### src/rtl/serial_subtractor.sv
// Digit-serial subtractor D = A - B, DIGIT bits per cycle with a registered borrow chain.
// Define SUB_ABS_EN to add the NEG pass that returns |A - B| and flags Swap.
module serial_subtractor #(
   parameter int WIDTH = 32,
   parameter int DIGIT = 8
) (
   input  logic             clk,
   input  logic             rst_n,
   input  logic             start,
   input  logic [WIDTH-1:0] A,
   input  logic [WIDTH-1:0] B,
   output logic             ready,
   output logic             done,
   output logic [WIDTH-1:0] D,
   output logic             Bout,
   output logic             Zero,
   output logic             Swap
);

   localparam int K  = WIDTH / DIGIT;
   localparam int CW = (K > 1) ? $clog2(K) : 1;

`ifdef SUB_ABS_EN
   typedef enum logic [1:0] {S_IDLE = 2'd0, S_SUB = 2'd1, S_NEG = 2'd2} state_t;
`else
   typedef enum logic [1:0] {S_IDLE = 2'd0, S_SUB = 2'd1} state_t;
`endif

   state_t            state_q;
   logic [WIDTH-1:0]  a_q;
   logic [WIDTH-1:0]  b_q;
   logic [WIDTH-1:0]  res_q;
   logic              brw_q;
   logic [CW-1:0]     cnt_q;
   logic              ready_q;
   logic              done_q;
   logic [WIDTH-1:0]  d_q;
   logic              bout_q;
   logic              zero_q;
   logic              swap_q;

   logic [DIGIT:0]       dig_d;
   logic [WIDTH+DIGIT-1:0] res_cat_s;
   logic [WIDTH-1:0]     res_d;
   logic                 last_s;

   // One digit step: the top bit of the (DIGIT+1)-bit difference is the outgoing borrow.
   always_comb begin
      dig_d     = {1'b0, a_q[DIGIT-1:0]} - {1'b0, b_q[DIGIT-1:0]} - {{DIGIT{1'b0}}, brw_q};
      res_cat_s = {dig_d[DIGIT-1:0], res_q};
      res_d     = res_cat_s[WIDTH+DIGIT-1:DIGIT];
      last_s    = (cnt_q == CW'(K - 1));
   end

   // Control FSM, datapath shift registers and registered results.
   always_ff @(posedge clk) begin
      if (!rst_n) begin
         state_q <= S_IDLE;
         a_q     <= {WIDTH{1'b0}};
         b_q     <= {WIDTH{1'b0}};
         res_q   <= {WIDTH{1'b0}};
         brw_q   <= 1'b0;
         cnt_q   <= {CW{1'b0}};
         ready_q <= 1'b1;
         done_q  <= 1'b0;
         d_q     <= {WIDTH{1'b0}};
         bout_q  <= 1'b0;
         zero_q  <= 1'b1;
         swap_q  <= 1'b0;
      end else begin
         done_q <= 1'b0;
         case (state_q)
            S_IDLE: begin
               if (start) begin
                  a_q     <= A;
                  b_q     <= B;
                  brw_q   <= 1'b0;
                  cnt_q   <= {CW{1'b0}};
                  ready_q <= 1'b0;
                  state_q <= S_SUB;
               end else begin
                  ready_q <= 1'b1;
               end
            end
            S_SUB: begin
               a_q   <= a_q >> DIGIT;
               b_q   <= b_q >> DIGIT;
               res_q <= res_d;
               brw_q <= dig_d[DIGIT];
               cnt_q <= cnt_q + 1'b1;
               if (last_s) begin
`ifdef SUB_ABS_EN
                  if (dig_d[DIGIT]) begin
                     // Negate the wrapped difference: 0 - (A - B) = B - A.
                     state_q <= S_NEG;
                     a_q     <= {WIDTH{1'b0}};
                     b_q     <= res_d;
                     brw_q   <= 1'b0;
                     cnt_q   <= {CW{1'b0}};
                  end else begin
                     d_q     <= res_d;
                     bout_q  <= 1'b0;
                     zero_q  <= (res_d == {WIDTH{1'b0}});
                     swap_q  <= 1'b0;
                     done_q  <= 1'b1;
                     ready_q <= 1'b1;
                     state_q <= S_IDLE;
                  end
`else
                  d_q     <= res_d;
                  bout_q  <= dig_d[DIGIT];
                  zero_q  <= (res_d == {WIDTH{1'b0}});
                  swap_q  <= 1'b0;
                  done_q  <= 1'b1;
                  ready_q <= 1'b1;
                  state_q <= S_IDLE;
`endif
               end
            end
`ifdef SUB_ABS_EN
            S_NEG: begin
               a_q   <= a_q >> DIGIT;
               b_q   <= b_q >> DIGIT;
               res_q <= res_d;
               brw_q <= dig_d[DIGIT];
               cnt_q <= cnt_q + 1'b1;
               if (last_s) begin
                  d_q     <= res_d;
                  bout_q  <= 1'b1;
                  zero_q  <= (res_d == {WIDTH{1'b0}});
                  swap_q  <= 1'b1;
                  done_q  <= 1'b1;
                  ready_q <= 1'b1;
                  state_q <= S_IDLE;
               end
            end
`endif
            default: begin
               state_q <= S_IDLE;
               ready_q <= 1'b1;
            end
         endcase
      end
   end

   assign ready = ready_q;
   assign done  = done_q;
   assign D     = d_q;
   assign Bout  = bout_q;
   assign Zero  = zero_q;
   assign Swap  = swap_q;

endmodule

### config.mk
export PLATFORM = sky130hd
export DESIGN_NAME = serial_subtractor
export DESIGN_NICKNAME = d
export VERILOG_FILES = /design/src/rtl/serial_subtractor.sv
export SDC_FILE = /design/constraint.sdc
export NUM_CORES = 1
export LEC_CHECK = 0
export BUFFER_PORTS_ARGS = -buffer_cell sky130_fd_sc_hd__buf_2
export CAP_MARGIN = 15
export CORE_MARGIN = 2
export CORE_UTILIZATION = 55
export DETAILED_ROUTE_END_ITERATION = 10
export GPL_TIMING_DRIVEN = 0
export PLACE_DENSITY_LB_ADDON = 0.05
export SETUP_SLACK_MARGIN = 0.2
export SYNTH_ARGS = -nofsm -noshare
export SYNTH_HDL_FRONTEND = slang
export SYNTH_SLANG_ARGS = --single-unit
### constraint.sdc
create_clock -name clk -period 3.25 [get_ports clk]
set_input_delay 0.65 -clock clk [delete_from_list [all_inputs] [get_ports clk]]
set_output_delay 0.65 -clock clk [all_outputs]
set_load 0.02 [all_outputs]
==> out/qor.yml, run 1 <==
crit_top_cell: "fa_1"
io_pins: 104
critical_path.cell_chain: "inv_1 > fa_1 > fa_1 > nand2b_1 > a2111o_1 > a41o_1 > xor2_1 > a21oi_1"
synth-compound-area-share_pct: 10.9
fillers: 852
synth_flop_cell: "dfxtp_1"
p_int_mw: 2.98
ir_drop_mv: 0.326
post_cts_buffers: 0
p_seq_share_pct: 42.3
clock.fmax_mhz: 375
p_sw_share_pct: 25.9
synth_edf_count: 0
drt_wl_total_microns: 13600
cp_slowest_stage_delay_ns: 0.46
synth_cell_types: 43
yosysTopAreaCell: "dfxtp_1"
vias_per_cell: 5.24
synth.avg_cell_area_sq_um: 8.61
post_dp_cell_area_sq_um: 6180
fp.dieH_microns: 104
slowest_stage: "a2111o_1"
max-clock-path-buffers: 2
grt.overflow.total: 0
power.density_nw_per_um2: 597
clk_latency_ns: 0.53
drc_errors: 0
syn_to_final_growth_pct: 22.2
crit_path_end_kind: "flop"
critical_path_buf_inv_count: 1
regToRegStartpoint: "b_q[0]"
cp_max_fo: 3
synthAdderAreaFrac_pct: 4.13
cts_buffers: 17
layout-drive-gt1-share_pct: 18.8
r2r-end: "Bout"
fin_skew_ns: 0.00811
rsz0062_at_grt: "no"
tightest_slew_ns: 0.708
cts-root-buf: "clkbuf_8"
wl_per_cell_microns: 15.0
clock_power_share_pct: 44.0
top_usage_layer: "met2"
synth_area_leaders: "dfxtp_1 46%, mux2i_1 15%, nor2_1 9.8%"
cts_tree: "done"
use_met1_pct: 32.0
regToRegSetupSlack_ns: 0.58
min_to: "a_q[26]"
gp_congestion: 0.821
h-tree-depth: 4
critical-path-top-delay-family: "adder cells"
grt_use_met3_pct: 5.95
design_area_sq_um: 6740
async_reset_ff_share_pct: 0
post_cts_resized: 0
via_count: 4747
yosys.area_share.simple_pct: 17.2
hold_start: "A[26]"
status: "completed"
synthXorXnorAreaFrac_pct: 0.953
syn_nets: 725
grt_usage_pct: 25.9
final_util_pct: 68.9
tns_ns: 0
die_w_microns: 104
num_rows: 36
ant_nets: 0
clk_pin_slew_ns: 0.06
syn-cell-area_sq_um: 5520
min_path_cells: 3
syn_inst: 641
hold_class: "in2reg"
antenna_cells: 0
use_met2_pct: 44.1
setup_violations: 0
finalHoldViolations: 0
cts.sinks: 128
core-area_sq_um: 9770
p_leak_nw: 3.05
required_ns: 3.64
holdWs_ns: 0.356
grt_pass1_wl_microns: 22400
synthMuxAreaShare_pct: 15.3
synth-seq-cells: 128
grt_pass1_vias: 4689
cap_viol_max_count: 0
die_area_sq_um: 10800
ys_seq_area_share_pct: 46.5
drt-initial-drc-count: 185
synth_top_family_by_area: "simple AND/OR/NAND/NOR gates"
fin_nets: 844
fin_crit_ns: 2.67
first_pass_iters: 4
start_kind: "flop"
initial_core_util_pct: 56.4
hold_buffers: 0
slew_headroom_pct: 52.8
port_buffers: 100
critical_path_class: "reg2reg"
critPathArrivalTime_ns: 3.06
switchingPower_mw: 1.04
dp.final_hpwl_microns: 10100
reg2reg_depth: 8
ys_warn_count: 0
power_mw: 4.02
grt_max_degree: 17
p_comb_share_pct: 13.7
synth_top_area_share_pct: 46.5
min_period_over_period_pct: 82.1
grt_antenna_before_repair: 0
finalMaxSlewViolations: 0
layout make-up:
cell class / instances / area (sq um) / area share [%]
multi-input combinational: 443 / 2680 / 39.7
sequential: 128 / 2560 / 38.0
timing repair buffer: 100 / 500 / 7.43
clock buffer: 22 / 443 / 6.57
buffer: 45 / 185 / 2.75
tap: 133 / 166 / 2.47
clock inverter: 10 / 113 / 1.67
inverter: 25 / 93.8 / 1.39
power groups by stage:
stage / clock [mW] / combinational (mW) / sequential [mW]
2_1_floorplan: 0 / 0.402 / 1.71
3_3_place_gp: 0 / 0.529 / 1.73
3_5_place_dp: 0 / 0.543 / 1.73
4_1_cts: 1.79 / 0.549 / 1.70
5_1_grt: 1.86 / 0.612 / 1.71
6_report: 1.77 / 0.551 / 1.70
metal layers:
layer  up-vias  part of all wire, %  wire (microns)
met5         -                    0               0
met4         0                  2.1             281
met3        24                  5.6             757
met2       148                   49            6610
met1      2198                   44            5930
li1       2377                    -               -
worst reg2reg max path: stages (launching register included):
cell,delay (ns)
dfxtp_1,0.33
inv_1,0.07
fa_1,0.45
fa_1,0.42
nand2b_1,0.18
a2111o_1,0.46
a41o_1,0.26
xor2_1,0.26
a21oi_1,0.12
logic make-up (layout without fill, tap and decap cells):
kind of cell / Yosys count / after routing
AND/OR/NAND/NOR: 232 / 232
flip-flops: 128 / 128
AO/OA/AOI/OAI: 103 / 103
multiplexers: 84 / 84
buffers and inverters: 70 / 202
adder cells (fa/ha/maj): 17 / 17
XOR/XNOR: 6 / 6
other: 1 / 1
synthesized netlist by cell type, types with 5 or more instances:
master / count
a21oi_1: 80
dfxtp_1: 128
buf_2: 10
nor3_1: 5
inv_1: 24
nor2_1: 144
nor4_1: 5
nand2_1: 62
mux2i_1: 83
ha_1: 15
clkbuf_1: 30
xnor2_1: 5
a211oi_1: 7
registers in the layout, indices dropped and copies added (netlist names):
| register | cells |
|---|---|
| b_q | 32 |
| cnt_q | 2 |
| done | 1 |
| state_q | 1 |
| Bout | 1 |
| ready | 1 |
| brw_q | 1 |
| D | 32 |
| res_q | 24 |
| a_q | 32 |
| Zero | 1 |
metrics by stage:
stage / setup slack (ns) / cells
2_1_floorplan: 0.886 / 641
3_3_place_gp: 0.643 / 874
3_5_place_dp: 0.619 / 874
4_1_cts: 0.606 / 906
5_1_grt: 0.514 / 906
6_report: 0.581 / 906
placed cells by master (no fill, tap or decap), types with 2 or more instances in the layout:
master and count:
nor2_1 144, dfxtp_1 128, buf_2 110, mux2i_1 83, a21oi_1 80, nand2_1 62, clkbuf_1 34, inv_1 24
clkbuf_16 16, ha_1 15, a211oi_1 7, nor3_1 5, xnor2_1 5, nor4_1 5, buf_1 4, nand3_1 4
clkinv_2 4, nand2b_1 3, o21ai_0 3, a21o_1 2, nand3b_1 2, fa_1 2, clkbuf_8 2, clkinvlp_4 2
clkinv_4 2, bufinv_16 2
worst max path at each step:
stage	depth (start not counted)	slack, ns	from	end
6_report	8	0.58	b_q[0]	Bout
5_1_grt	8	0.51	b_q[0]	brw_q
4_1_cts	8	0.61	b_q[0]	brw_q
3_5_place_dp	8	0.62	b_q[0]	brw_q
3_3_place_gp	8	0.64	b_q[0]	brw_q
2_1_floorplan	8	0.89	b_q[0]	brw_q
Power figures use the tool's default switching activity.
==> inputs of run 2 (changes only) <==
==> constraint.sdc (replaced) <==
create_clock -name clk -period 2.71 [get_ports clk]
set_input_delay 0.542 -clock clk [delete_from_list [all_inputs] [get_ports clk]]
set_output_delay 0.542 -clock clk [all_outputs]
set_load 0.02 [all_outputs]
==> run 2 against run 1 <==
Effect of this change: wire length down 0.32%; clock skew barely moved; fmax increased by 9.8%; flip-flop and latch count stayed put; die area is the same.
==> out/qor.yml, run 2 (synthesized netlist as in run 1, its figures left out) <==
min_to: "a_q[26]"
crit_path_end_kind: "flop"
min_period_over_period_pct: 89.7  # +7.5 points
drt-initial-drc-count: 190  # +2.7%
crit_top_cell: "fa_2"
grt.overflow.total: 0  # unchanged
setup_violations: 0  # unchanged
grt_usage_pct: 25.9  # -0.027 points
power.density_nw_per_um2: 716  # +20%
drc_errors: 0  # unchanged
p_leak_nw: 3.05  # about the same
fillers: 850  # -0.23%
post_cts_buffers: 0  # unchanged
finalMaxSlewViolations: 0  # unchanged
rsz0062_at_grt: "no"
wl_met1_microns: 6010  # +1.2%
ir_drop_mv: 0.391  # +20%
mostFrequentLayoutCell: "nor2_1"
min_path_cells: 3  # unchanged
fin_crit_ns: 2.43  # -0.239 ns
wl_met3_microns: 674  # -11%
pre_cts_slack_ns: 0.0789  # -0.540 ns
clk_pin_slew_ns: 0.06  # about the same
hold_class: "in2reg"
status: "completed"
slew_headroom_pct: 52.5  # -0.27 points
vias_per_cell: 5.24  # unchanged
cts.sinks: 128  # unchanged
grt_max_degree: 17  # unchanged
h-tree-depth: 4  # unchanged
reg2reg_depth: 8  # unchanged
fin_nets: 844  # unchanged
clock.fmax_mhz: 412  # +9.8%
cts-root-buf: "clkbuf_8"
grt_pass1_vias: 4715  # +0.55%
num_rows: 36  # unchanged
hold_buffers: 0  # unchanged
cap_viol_max_count: 0  # unchanged
final_cell_mix: "144 x nor2_1, 128 x dfxtp_1, 110 x buf_2, 83 x mux2i_1, 80 x a21oi_1"
critical_path.cell_chain: "inv_1 > fa_2 > fa_2 > nand2b_1 > a2111o_1 > a41o_1 > xor2_2 > a21oi_1"
top_layer_used: "met4"
syn_to_final_growth_pct: 22.4
hold_start: "A[26]"
initial_core_util_pct: 56.4  # unchanged
core-area_sq_um: 9770  # unchanged
dp.final_hpwl_microns: 10100  # unchanged
io_pins: 104  # unchanged
wl_met2_microns: 6530  # -1.3%
final_util_pct: 69.1  # +0.13 points
grt_antenna_before_repair: 0  # unchanged
cp_max_fo: 3  # unchanged
regToRegStartpoint: "b_q[0]"
fp.dieH_microns: 104  # unchanged
placed_cells: 874  # unchanged
cts_buffers: 17  # unchanged
start_kind: "flop"
cts_tree: "done"
critical_path_class: "reg2reg"
tightest_slew_ns: 0.712  # +0.00412 ns
gp_congestion: 0.821  # unchanged
critPathArrivalTime_ns: 2.82  # -0.24 ns
critical-path-top-delay-family: "compound AO/OA/AOI/OAI gates"
regToRegSetupSlack_ns: 0.28  # -0.30 ns
first_pass_iters: 4  # unchanged
layout-drive-gt1-share_pct: 19.1  # +0.39 points
wl_per_cell_microns: 14.9  # -0.32%
die_area_sq_um: 10800  # unchanged
ant_nets: 0  # unchanged
grt_pass1_wl_microns: 22300  # about the same
drt_wl_total_microns: 13500  # -0.32%
clk_latency_ns: 0.53  # about the same
antenna_cells: 0  # unchanged
tns_ns: 0  # unchanged
cp_slowest_stage_delay_ns: 0.41  # -0.05 ns
fin_skew_ns: 0.00803  # -0.0000763 ns
holdWs_ns: 0.246  # -0.110 ns
finalHoldViolations: 0  # unchanged
r2r-end: "Bout"
port_buffers: 100  # unchanged
max-clock-path-buffers: 2  # unchanged
setup_ws_ns: 0.280  # -0.301 ns
fin_cells: 906  # unchanged
critical_path_buf_inv_count: 1  # unchanged
required_ns: 3.10  # -0.54 ns
via_count: 4747  # unchanged
slowest_stage: "a2111o_1"
die_w_microns: 104  # unchanged
## run 2: cell counts in the layout (fill, tap and decap cells not counted)
No cell type changed its count.
## run 2: through the flow
stage,cell area [sq um],power [mW]
after floorplan,5520,2.53
after global placement,6180,2.71
after detailed placement,6180,2.73
after CTS,6750,4.85
after global routing,6750,5.02
final,6750,4.83
## run 2: worst max path at each step
stage | start | endpoint | slack, ns | cells past startpoint
after floorplan | b_q[0] | brw_q | 0.35 | 8
after global placement | b_q[0] | brw_q | 0.10 | 8
after detailed placement | b_q[0] | brw_q | 0.08 | 8
after CTS | b_q[0] | brw_q | 0.21 | 8
after global routing | b_q[0] | Bout | 0.20 | 8
final | b_q[0] | Bout | 0.28 | 8
## run 2: area by class of cell
cell class	count	area, sq um	share of cell area [%]
flip-flops and latches	128	2560	38.0
multi-input cells	443	2690	39.8
well taps	133	166	2.46
plain buffers	45	185	2.74
inverters	25	93.8	1.39
repair buffers	100	500	7.41
clock inverters	10	113	1.67
clock buffers	22	443	6.56
## run 2: repair_timing
item                       in CTS  in global routing
setup endpoints to repair       3                  2
pin swaps                       1                  2
gates resized for setup         3                  0
gates cloned                    0                  0
## run 2: worst min-delay path, delay by kind of cell
family | cells | cell delay, ns
buffers and inverters | 1 | 0.07
multiplexers | 1 | 0.05
AND/OR/NAND/NOR | 1 | 0.07
## run 2: where the power goes
group	internal [mW]	total [mW]	switching, mW
sequential	1.97	2.04	0.0705
clock	1.33	2.13	0.801
combinational	0.285	0.667	0.382
## run 2: layer usage
| metal | up-vias | track usage (%) |
|---|---|---|
| met5 | - | 0 |
| met4 | 0 | 10.4 |
| met3 | 32 | 5.95 |
| met2 | 140 | 44.0 |
| met1 | 2203 | 31.8 |
| li1 | 2372 | - |
